`config.mk`:
```
export PLATFORM = sky130hd
export DESIGN_NAME = dmem_responder
export DESIGN_NICKNAME = d
export VERILOG_FILES = /design/src/rtl/dmem_pkg.sv /design/src/rtl/dmem_array.sv /design/src/rtl/dmem_responder.sv
export SDC_FILE = /design/constraint.sdc
export NUM_CORES = 1
export LEC_CHECK = 0
export BUFFER_PORTS_ARGS = -buffer_cell sky130_fd_sc_hd__clkbuf_2
export CAP_MARGIN = 5
export CORE_MARGIN = 8
export CORE_UTILIZATION = 35
export DETAILED_ROUTE_END_ITERATION = 10
export SLEW_MARGIN = 5
export SYNTH_ARGS = -nofsm -noshare
export SYNTH_HDL_FRONTEND = slang
export SYNTH_SLANG_ARGS = --single-unit
export TNS_END_PERCENT = 30
```
`constraint.sdc`:
```
create_clock -name clk_i -period 4.5 [get_ports clk_i]
set_clock_uncertainty 0.05 [all_clocks]
set_input_delay 0.45 -clock clk_i [delete_from_list [all_inputs] [get_ports clk_i]]
set_output_delay 0.45 -clock clk_i [all_outputs]
set_load 0.02 [all_outputs]
```
`src/rtl/dmem_pkg.sv`:
```
// Shared definitions for the multi-cycle data-memory responder.
//   state_t      : responder FSM encoding (IDLE / BUSY / DONE)
//   WORD_LSB     : lowest byte-address bit that selects a word
//   MAX_LATENCY  : largest supported LATENCY value
//   CNT_W        : width of the latency down-counter (holds MAX_LATENCY-1)
package dmem_pkg;

    typedef enum logic [1:0] {
        IDLE = 2'd0,
        BUSY = 2'd1,
        DONE = 2'd2
    } state_t;

    localparam int WORD_LSB    = 2;
    localparam int MAX_LATENCY = 15;
    localparam int CNT_W       = 4;

endpackage

```
`src/rtl/dmem_array.sv`:
```
// Single-port synchronous word RAM with registered read.
//   clk   : clock, rising edge
//   rst   : asynchronous active-high reset; clears only the read register
//   en    : access strobe; with we=1 a write, with we=0 a read
//   we    : write enable (qualified by en)
//   addr  : word index
//   wdata : write data
//   rdata : read register; updated only by a read, holds otherwise
// Array contents are not reset, so the storage maps onto block RAM.
module dmem_array #(
    parameter int DEPTH = 32
) (
    input  logic                     clk,
    input  logic                     rst,
    input  logic                     en,
    input  logic                     we,
    input  logic [$clog2(DEPTH)-1:0] addr,
    input  logic [31:0]              wdata,
    output logic [31:0]              rdata
);

    logic [31:0] mem [DEPTH];

    always_ff @(posedge clk) begin
        if (en && we) begin
            mem[addr] <= wdata;
        end
    end

    // The read register only moves on a read, so a write leaves the last
    // load result visible to the pipeline.
    always_ff @(posedge clk or posedge rst) begin
        if (rst) begin
            rdata <= '0;
        end else if (en && !we) begin
            rdata <= mem[addr];
        end
    end

endmodule

```
`src/rtl/dmem_responder.sv`:
```
// Multi-cycle data-memory responder for the MEM stage.
// Serves one load/store at a time with LATENCY cycles in BUSY and holds the
// pipeline via stall_o until the access completes.
//   clk_i       : clock, rising edge
//   rst_i       : asynchronous active-high reset
//   req_addr_i  : byte address (word index = addr[log2(DEPTH)+1:2], wraps)
//   req_wdata_i : store data
//   req_re_i    : load request
//   req_we_i    : store request (re and we together = store + err_o)
//   rdata_o     : load data, valid with ack_o, holds until the next load
//   ack_o       : one-cycle completion pulse (DONE state)
//   stall_o     : pipeline freeze, high from the request cycle through BUSY
//   err_o       : one-cycle pulse with ack_o when re and we were both set
// Optional macro DMEM_STATS_EN adds saturating counters rd_cnt_o, wr_cnt_o
// and stall_cnt_o.
module dmem_responder
    import dmem_pkg::*;
#(
    parameter int DEPTH   = 32,
    parameter int LATENCY = 3    // 1..MAX_LATENCY
) (
    input  logic        clk_i,
    input  logic        rst_i,
    input  logic [31:0] req_addr_i,
    input  logic [31:0] req_wdata_i,
    input  logic        req_re_i,
    input  logic        req_we_i,
    output logic [31:0] rdata_o,
    output logic        ack_o,
    output logic        stall_o,
    output logic        err_o
`ifdef DMEM_STATS_EN
    ,
    output logic [31:0] rd_cnt_o,
    output logic [31:0] wr_cnt_o,
    output logic [31:0] stall_cnt_o
`endif
);

    localparam int AW = $clog2(DEPTH);
    localparam logic [CNT_W-1:0] LAT_INIT = CNT_W'(LATENCY - 1);

    state_t            state_reg;
    logic [CNT_W-1:0]  cnt_reg;
    logic [AW-1:0]     addr_reg;
    logic [31:0]       wdata_reg;
    logic              we_reg;
    logic              err_reg;

    logic              req_valid;
    logic              access;
    logic              unused_addr;

    assign req_valid = req_re_i | req_we_i;

    // The array is touched only on the final BUSY edge, so an aborting
    // reset before that edge guarantees a pending store never lands.
    assign access = (state_reg == BUSY) && (cnt_reg == '0);

    // Combinational so the pipeline freezes in the very cycle the request
    // appears; forced low while reset is asserted.
    assign stall_o = !rst_i &&
                     ((state_reg == BUSY) || ((state_reg == IDLE) && req_valid));

    // Byte-offset and upper address bits play no part in word selection.
    assign unused_addr = ^{req_addr_i[31:AW+WORD_LSB], req_addr_i[WORD_LSB-1:0]};

    always_ff @(posedge clk_i or posedge rst_i) begin
        if (rst_i) begin
            state_reg <= IDLE;
            cnt_reg   <= '0;
            addr_reg  <= '0;
            wdata_reg <= '0;
            we_reg    <= 1'b0;
            err_reg   <= 1'b0;
            ack_o     <= 1'b0;
            err_o     <= 1'b0;
        end else begin
            ack_o <= 1'b0;
            err_o <= 1'b0;
            case (state_reg)
                IDLE: begin
                    if (req_valid) begin
                        addr_reg  <= req_addr_i[AW+WORD_LSB-1:WORD_LSB];
                        wdata_reg <= req_wdata_i;
                        // A simultaneous load+store is carried out as a store.
                        we_reg    <= req_we_i;
                        err_reg   <= req_re_i & req_we_i;
                        cnt_reg   <= LAT_INIT;
                        state_reg <= BUSY;
                    end
                end
                BUSY: begin
                    if (cnt_reg == '0) begin
                        ack_o     <= 1'b1;
                        err_o     <= err_reg;
                        state_reg <= DONE;
                    end else begin
                        cnt_reg <= cnt_reg - 1'b1;
                    end
                end
                DONE: begin
                    // Inputs are ignored here so a request still held by the
                    // frozen EX/MEM register is not served twice.
                    state_reg <= IDLE;
                end
                default: state_reg <= IDLE;
            endcase
        end
    end

    dmem_array #(
        .DEPTH (DEPTH)
    ) u_array (
        .clk   (clk_i),
        .rst   (rst_i),
        .en    (access),
        .we    (we_reg),
        .addr  (addr_reg),
        .wdata (wdata_reg),
        .rdata (rdata_o)
    );

`ifdef DMEM_STATS_EN
    always_ff @(posedge clk_i or posedge rst_i) begin
        if (rst_i) begin
            rd_cnt_o    <= '0;
            wr_cnt_o    <= '0;
            stall_cnt_o <= '0;
        end else begin
            if ((state_reg == DONE) && !we_reg && (rd_cnt_o != '1)) begin
                rd_cnt_o <= rd_cnt_o + 1'b1;
            end
            if ((state_reg == DONE) && we_reg && (wr_cnt_o != '1)) begin
                wr_cnt_o <= wr_cnt_o + 1'b1;
            end
            if (stall_o && (stall_cnt_o != '1)) begin
                stall_cnt_o <= stall_cnt_o + 1'b1;
            end
        end
    end
`endif

endmodule

```
== Yosys cells after proc, flatten, opt, wreduce, memory -nomap -nowiden ==
Memories as Yosys holds them, arrays and structs flattened. A register that Yosys moved wholly into a read port is not among the register bits.
Cells that the tools add are included.
Word-level totals
  bits in registers: 47
  bits in writable memories: 1024
  input port bits: 68
  output and inout bits: 35
  logic and storage cells: 42
  memories kept: 1
Cells by class
  add/subtract/negate cells: 1
  equality and inequality tests: 4
  muxes and demuxes: 12
  bitwise operators: 2
  reduce and logical (&&, ||, !) cells: 14
Memories
  u_array.mem: depth 32, width 32, read ports 1, clocked after memory_dff 1, wr ports 1, line dmem_array.sv:22  | logic [31:0] mem [DEPTH];
Operators with widths (number)
  $mux W4: 2
  $pmux W4 S2: 1
  $mux W1: 6
  $logic_and A1 B1 Y1: 5
  $logic_not A4 Y1: 1
  $mux W2: 2
  $ne A2 B2 Y1 const B: 2
  $pmux W2 S2: 1
  $reduce_and A2 Y1: 2
  $sub A4 B1 Y4 const B: 1
  $reduce_and A3 Y1: 1
  $eq A2 B1 Y1 const B: 1
  $logic_not A1 Y1: 2
  $logic_not A2 Y1: 1
  $ne A2 B1 Y1 const B: 1
  $reduce_bool A2 Y1: 1
  $and A1 B1 Y1: 1
  $logic_or A1 B1 Y1: 1
  $or A1 B1 Y1: 1

== Longest topological paths before layout ==
  depth after elaboration: 5
  gate-level depth with buffers: 9
  mapped depth without buffers: 7

== By module ==
Synthesis repeated with hierarchy kept, for this count alone.
Second synthesis, totals
  cells, all modules: 2043
  area, all modules: 42285.6 um^2
By module, submodules not included
  dmem_array: times used 1, cells an instance 1916, area each 40323.7 um^2, seq. area each 31550.3 um^2
  dmem_responder: times used 1, cells an instance 127, area each 1961.9 um^2, seq. area each 1176.1 um^2

== Worst setup path after synthesis ==
No wires, ideal clock.
  kind: register to register
  from: register cnt_reg[0]
  to: memory u_array.mem[8][0] (enable)
  library setup time: 0.461 ns
  arrival: 3.888 ns
  required time: 3.989 ns
  setup slack: 0.101 ns
  cell stages (with the launch flop): 9
  buffers on the path: 2
  clock period less this slack: 4.399 ns
  cells stage by stage: dfrtp_1 -> inv_1 -> ha_1 -> nor3b_2 -> and2_1 -> buf_2 -> or4b_1 -> clkbuf_1 -> nor3_1
Between the ends
  word-level cells in the longest chain between the ends: 5
Ends and longest elaborated chain
  start, declared: line dmem_responder.sv:44  | logic [CNT_W-1:0] cnt_reg;
  start signal, assigned: line dmem_responder.sv:99  | cnt_reg <= cnt_reg - 1'b1;
  $logic_not A4 Y1: line dmem_responder.sv:58  | assign access = (state_reg == BUSY) && (cnt_reg == '0);
  $logic_and A1 B1 Y1: line dmem_responder.sv:58
  named net access: line dmem_responder.sv:51  | logic access;
  $logic_and A1 B1 Y1: line dmem_array.sv:25  | if (en && we) begin
  $mux W1: line dmem_array.sv:25
  $mux W1 (implied by the code): line dmem_array.sv:26  | mem[addr] <= wdata;
  end, declared: line dmem_array.sv:22
The timed path passes the listed nets, and every way through them passes these cells.

== Final worst setup path ==
  from: register cnt_reg[0]
  to: memory u_array.mem[24][10] (enable)
Between the ends
  word-level cells in the longest chain between the ends: 5
Ends and longest elaborated chain (line)
  $logic_not A4 Y1: dmem_responder.sv:58
  $logic_and A1 B1 Y1: dmem_responder.sv:58
  $logic_and A1 B1 Y1: dmem_array.sv:25
  $mux W1: dmem_array.sv:25
  $mux W1 (implied by the code): dmem_array.sv:26
No other way between the ends.

==> results.sh <==
export IMPL_ctsHoldBuffers=35
export IMPL_mostFrequentLayoutCell="sky130_fd_sc_hd__edfxtp_1"
export IMPL_num_vias=21850
export IMPL_post_synthesis_sequential_area_ratio_pct=77.31
export IMPL_final_cells=4080
export IMPL_worst_slew_margin_rel_pct=20.87
export IMPL_number_of_flip_flops_under_the_largest_register_name=1024
export IMPL_post_synth_inst_count=2200
export IMPL_route_detailed_wl_per_inst_um=27.05
export IMPL_ys_warn_count=0
export IMPL_globalRoute_totalOverflow=0
export IMPL_first_global_vias=22350
export IMPL_finalHoldViolations=0
export IMPL_route_antenna_remaining_nets=0
export IMPL_mappedNetlistArea_um2=42330
export IMPL_ctsLongestPathBuffers=3
export IMPL_peakVddDrop_mv=0.4944
export IMPL_totalNegativeSetupSlack_ns=0
export IMPL_grtUsageTotal_pct=16.36
export IMPL_cts_resized_gates=0
export IMPL_report_power_total_uw=31090
export IMPL_clock_transition_at_the_registers_of_the_reported_paths_ns=0.06
export IMPL_run_status="complete, no violations"
export IMPL_worst_setup_path_type="reg -> reg"
export IMPL_drt_total_wl_um=110300
export IMPL_ff_latch_count_synth=1103
export IMPL_avgViaCountPerCell=5.354
export IMPL_drv_cap=0
export IMPL_drt_initial_drc_count=2314
export IMPL_num_io_pins=103
export IMPL_power_static_leakage_uw=0.01617
export IMPL_gp_congestion=0.8114
export IMPL_place_hpwl_um=66110
export IMPL_start_util_pct=35.28
export IMPL_drt_pre_antenna_iters=5
export IMPL_async_reset_ff_share_pct=7.162
export IMPL_finalSetupViolCount=0
export IMPL_timing_final_crit_period_ns=3.540
export IMPL_post_cts_repair_setup_buffers=0
export IMPL_crit_path_start_kind="flip-flop"
export IMPL_fillers=10530
export IMPL_antenna_diode_count=0
export IMPL_clk_root_buffer_cell="sky130_fd_sc_hd__clkbuf_16"
export IMPL_grt_pass1_wl_um=158500
export IMPL_post_synth_main_area_contributors="sky130_fd_sc_hd__edfxtp_1 (73%), sky130_fd_sc_hd__mux4_2 (6.8%), sky130_fd_sc_hd__mux2i_1 (6.5%), sky130_fd_sc_hd__dfrtp_1 (4.7%), sky130_fd_sc_hd__nand2_1 (1.4%)"
export IMPL_cp_end_kind="flip-flop"
export IMPL_grt_start_max_net_pins=122
export IMPL_ys_dominant_reg_cell="sky130_fd_sc_hd__edfxtp_1"
export IMPL_critPathMaxFanout=12
export IMPL_mappedNetlistNets=2269
export IMPL_antenna_found_initial=0
export IMPL_flow_area_growth_from_synthesis_pct=16.44
export IMPL_class_of_the_tightest_hold_or_removal_check="in -> reg"
export IMPL_critPathArrivalTime_ns=3.84
export IMPL_synth_area_per_cell_um2=19.24
export IMPL_die_h_um=363.8
export IMPL_layout_worst_path_cycle_share_pct=78.67
export IMPL_achievable_frequency_mhz=282.5
export IMPL_rsz0062_at_grt="no"
export IMPL_synth_cell_types=58
export IMPL_worst_skew_pair_late_latency_ns=0.68
export IMPL_port_buffers=75
export IMPL_worstPathRequired_ns=4.80
export IMPL_floorplan_die_width_um=363.8
export IMPL_final_nets=2446
export IMPL_core_region_area_um2=120000
export IMPL_cts_htree_levels=3
export IMPL_placedCellCount=3848
export IMPL_post_synth_top_area_fraction_pct=72.64
export IMPL_cts_buffer_count=104
export IMPL_post_route_cells_drive_above_1_share_pct=21.11
export IMPL_slew_violations=0
export IMPL_clock_sink_count=1103
export IMPL_worst_slew_pin_transition_ns=1.187
export IMPL_synth_top_cell_by_area="sky130_fd_sc_hd__edfxtp_1"
export IMPL_synth_edf_count=1024
export IMPL_drt_drc_violations_left=0
export IMPL_die_area_um2=132300
export IMPL_tritoncts_clock_tree="done"
export IMPL_most_used_cells_in_the_layout_excluding_fill_and_tap_cells="sky130_fd_sc_hd__edfxtp_1 (1024), sky130_fd_sc_hd__mux2i_1 (273), sky130_fd_sc_hd__nand2_1 (159), sky130_fd_sc_hd__mux4_2 (127), sky130_fd_sc_hd__clkbuf_16 (106)"
export IMPL_final_util_pct=41.08
export IMPL_row_count=127
export IMPL_power_density_nw_per_um2=630.7
==> Yosys cell counts (4+ instances only) <==
cell,instances
sky130_fd_sc_hd__nand3_1,19
sky130_fd_sc_hd__o221ai_1,6
sky130_fd_sc_hd__o22ai_1,91
sky130_fd_sc_hd__a21oi_1,5
sky130_fd_sc_hd__nand2b_1,7
sky130_fd_sc_hd__nor3_1,11
sky130_fd_sc_hd__mux2i_1,273
sky130_fd_sc_hd__buf_1,8
sky130_fd_sc_hd__nor2_1,67
sky130_fd_sc_hd__o21ai_0,5
sky130_fd_sc_hd__buf_4,39
sky130_fd_sc_hd__o22a_1,12
sky130_fd_sc_hd__o211ai_1,12
sky130_fd_sc_hd__nand4_1,5
sky130_fd_sc_hd__a41oi_1,15
sky130_fd_sc_hd__mux4_2,127
sky130_fd_sc_hd__clkbuf_1,26
sky130_fd_sc_hd__buf_2,44
sky130_fd_sc_hd__a221oi_1,11
sky130_fd_sc_hd__or3_1,4
sky130_fd_sc_hd__edfxtp_1,1024
sky130_fd_sc_hd__a22oi_1,31
sky130_fd_sc_hd__inv_1,11
sky130_fd_sc_hd__and2_1,5
sky130_fd_sc_hd__nor4_1,27
sky130_fd_sc_hd__mux2_2,14
sky130_fd_sc_hd__nand2_1,159
sky130_fd_sc_hd__buf_6,5
sky130_fd_sc_hd__dfrtp_1,79
sky130_fd_sc_hd__nor2b_1,12
==> final cells by class <==
type / instances / area [µm²] / area share [%]
sequential: 1103 / 32740 / 66.42
multi-input combinational: 963 / 9123 / 18.51
clock buffer: 137 / 2889 / 5.861
tap: 1612 / 2017 / 4.092
timing repair buffer: 193 / 1612 / 3.270
clock inverter: 60 / 863.3 / 1.752
inverter: 12 / 47.55 / 0.09646
==> layer usage <==
| layer | vias up | wire length [µm] | global-route usage [%] | part of all wire, % |
|---|---|---|---|---|
| met5 | - | 0 | 0 | 0 |
| met4 | 0 | 2688 | 4.459 | 2.4 |
| met3 | 156 | 8207 | 3.577 | 7.4 |
| met2 | 871 | 54230 | 27.56 | 49 |
| met1 | 11540 | 45220 | 21.43 | 41 |
| li1 | 9277 | - | - | - |
==> power by group <==
part / internal (µW) / switching, µW / leakage (µW) / total (µW)
logic: 2730 / 4100 / 0.00411 / 6830
clock network: 5690 / 3790 / 0.00184 / 9480
registers: 13000 / 1750 / 0.0102 / 14800
==> metrics by stage <==
step / setup WS [ns] / cell area [µm²] / hold WS (ns)
floorplan: 0.1006 / 42330 / 0.3877
global placement: 1.079 / 45190 / 0.4108
detailed placement: 0.9802 / 45190 / 0.4276
CTS: 0.9388 / 49290 / 0.008245
global route: 0.7891 / 49290 / 0.04396
finish: 0.9598 / 49290 / 0.05938
==> critical path, stage by stage, from the launching register on <==
cell and delay (ns):
sky130_fd_sc_hd__dfrtp_1 0.41, sky130_fd_sc_hd__inv_1 0.07, sky130_fd_sc_hd__ha_1 0.17, sky130_fd_sc_hd__nor3b_2 0.33, sky130_fd_sc_hd__and2_1 0.32, sky130_fd_sc_hd__or4b_1 0.85, sky130_fd_sc_hd__nor2_4 0.63, sky130_fd_sc_hd__buf_4 0.38
==> logic make-up after synthesis <==
logic type                 after synthesis  synth area share [%]
adders and majority gates                1               0.02955
and+or+nand+nor                        338                 3.748
xor gates and xnor gates                 2               0.04139
buffers and inverters                  134                 1.753
AOI/OAI and AO/OA                      208                 3.529
DFF                                   1103                 77.31
muxes                                  414                 13.59
==> worst paths after layout <==
path | slack (ns) | to | depth (start not counted) | from
max in group asynchronous | 2.93 | u_array.rdata[27]$_DFFE_PP0P_ | 4 | rst_i
max | 0.96 | u_array.mem[24][10]$_DFFE_PP_ | 7 | cnt_reg[0]$_DFFE_PP0P_
max reg2reg | 0.96 | u_array.mem[24][10]$_DFFE_PP_ | 7 | cnt_reg[0]$_DFFE_PP0P_
min | 0.06 | err_reg$_DFFE_PP0P_ | 3 | req_re_i
min in group asynchronous | 0.48 | err_o$_DFF_PP0_ | 3 | rst_i
min reg2reg | 0.44 | err_reg$_DFFE_PP0P_ | 2 | err_reg$_DFFE_PP0P_
(Power assumes the default switching activity.)
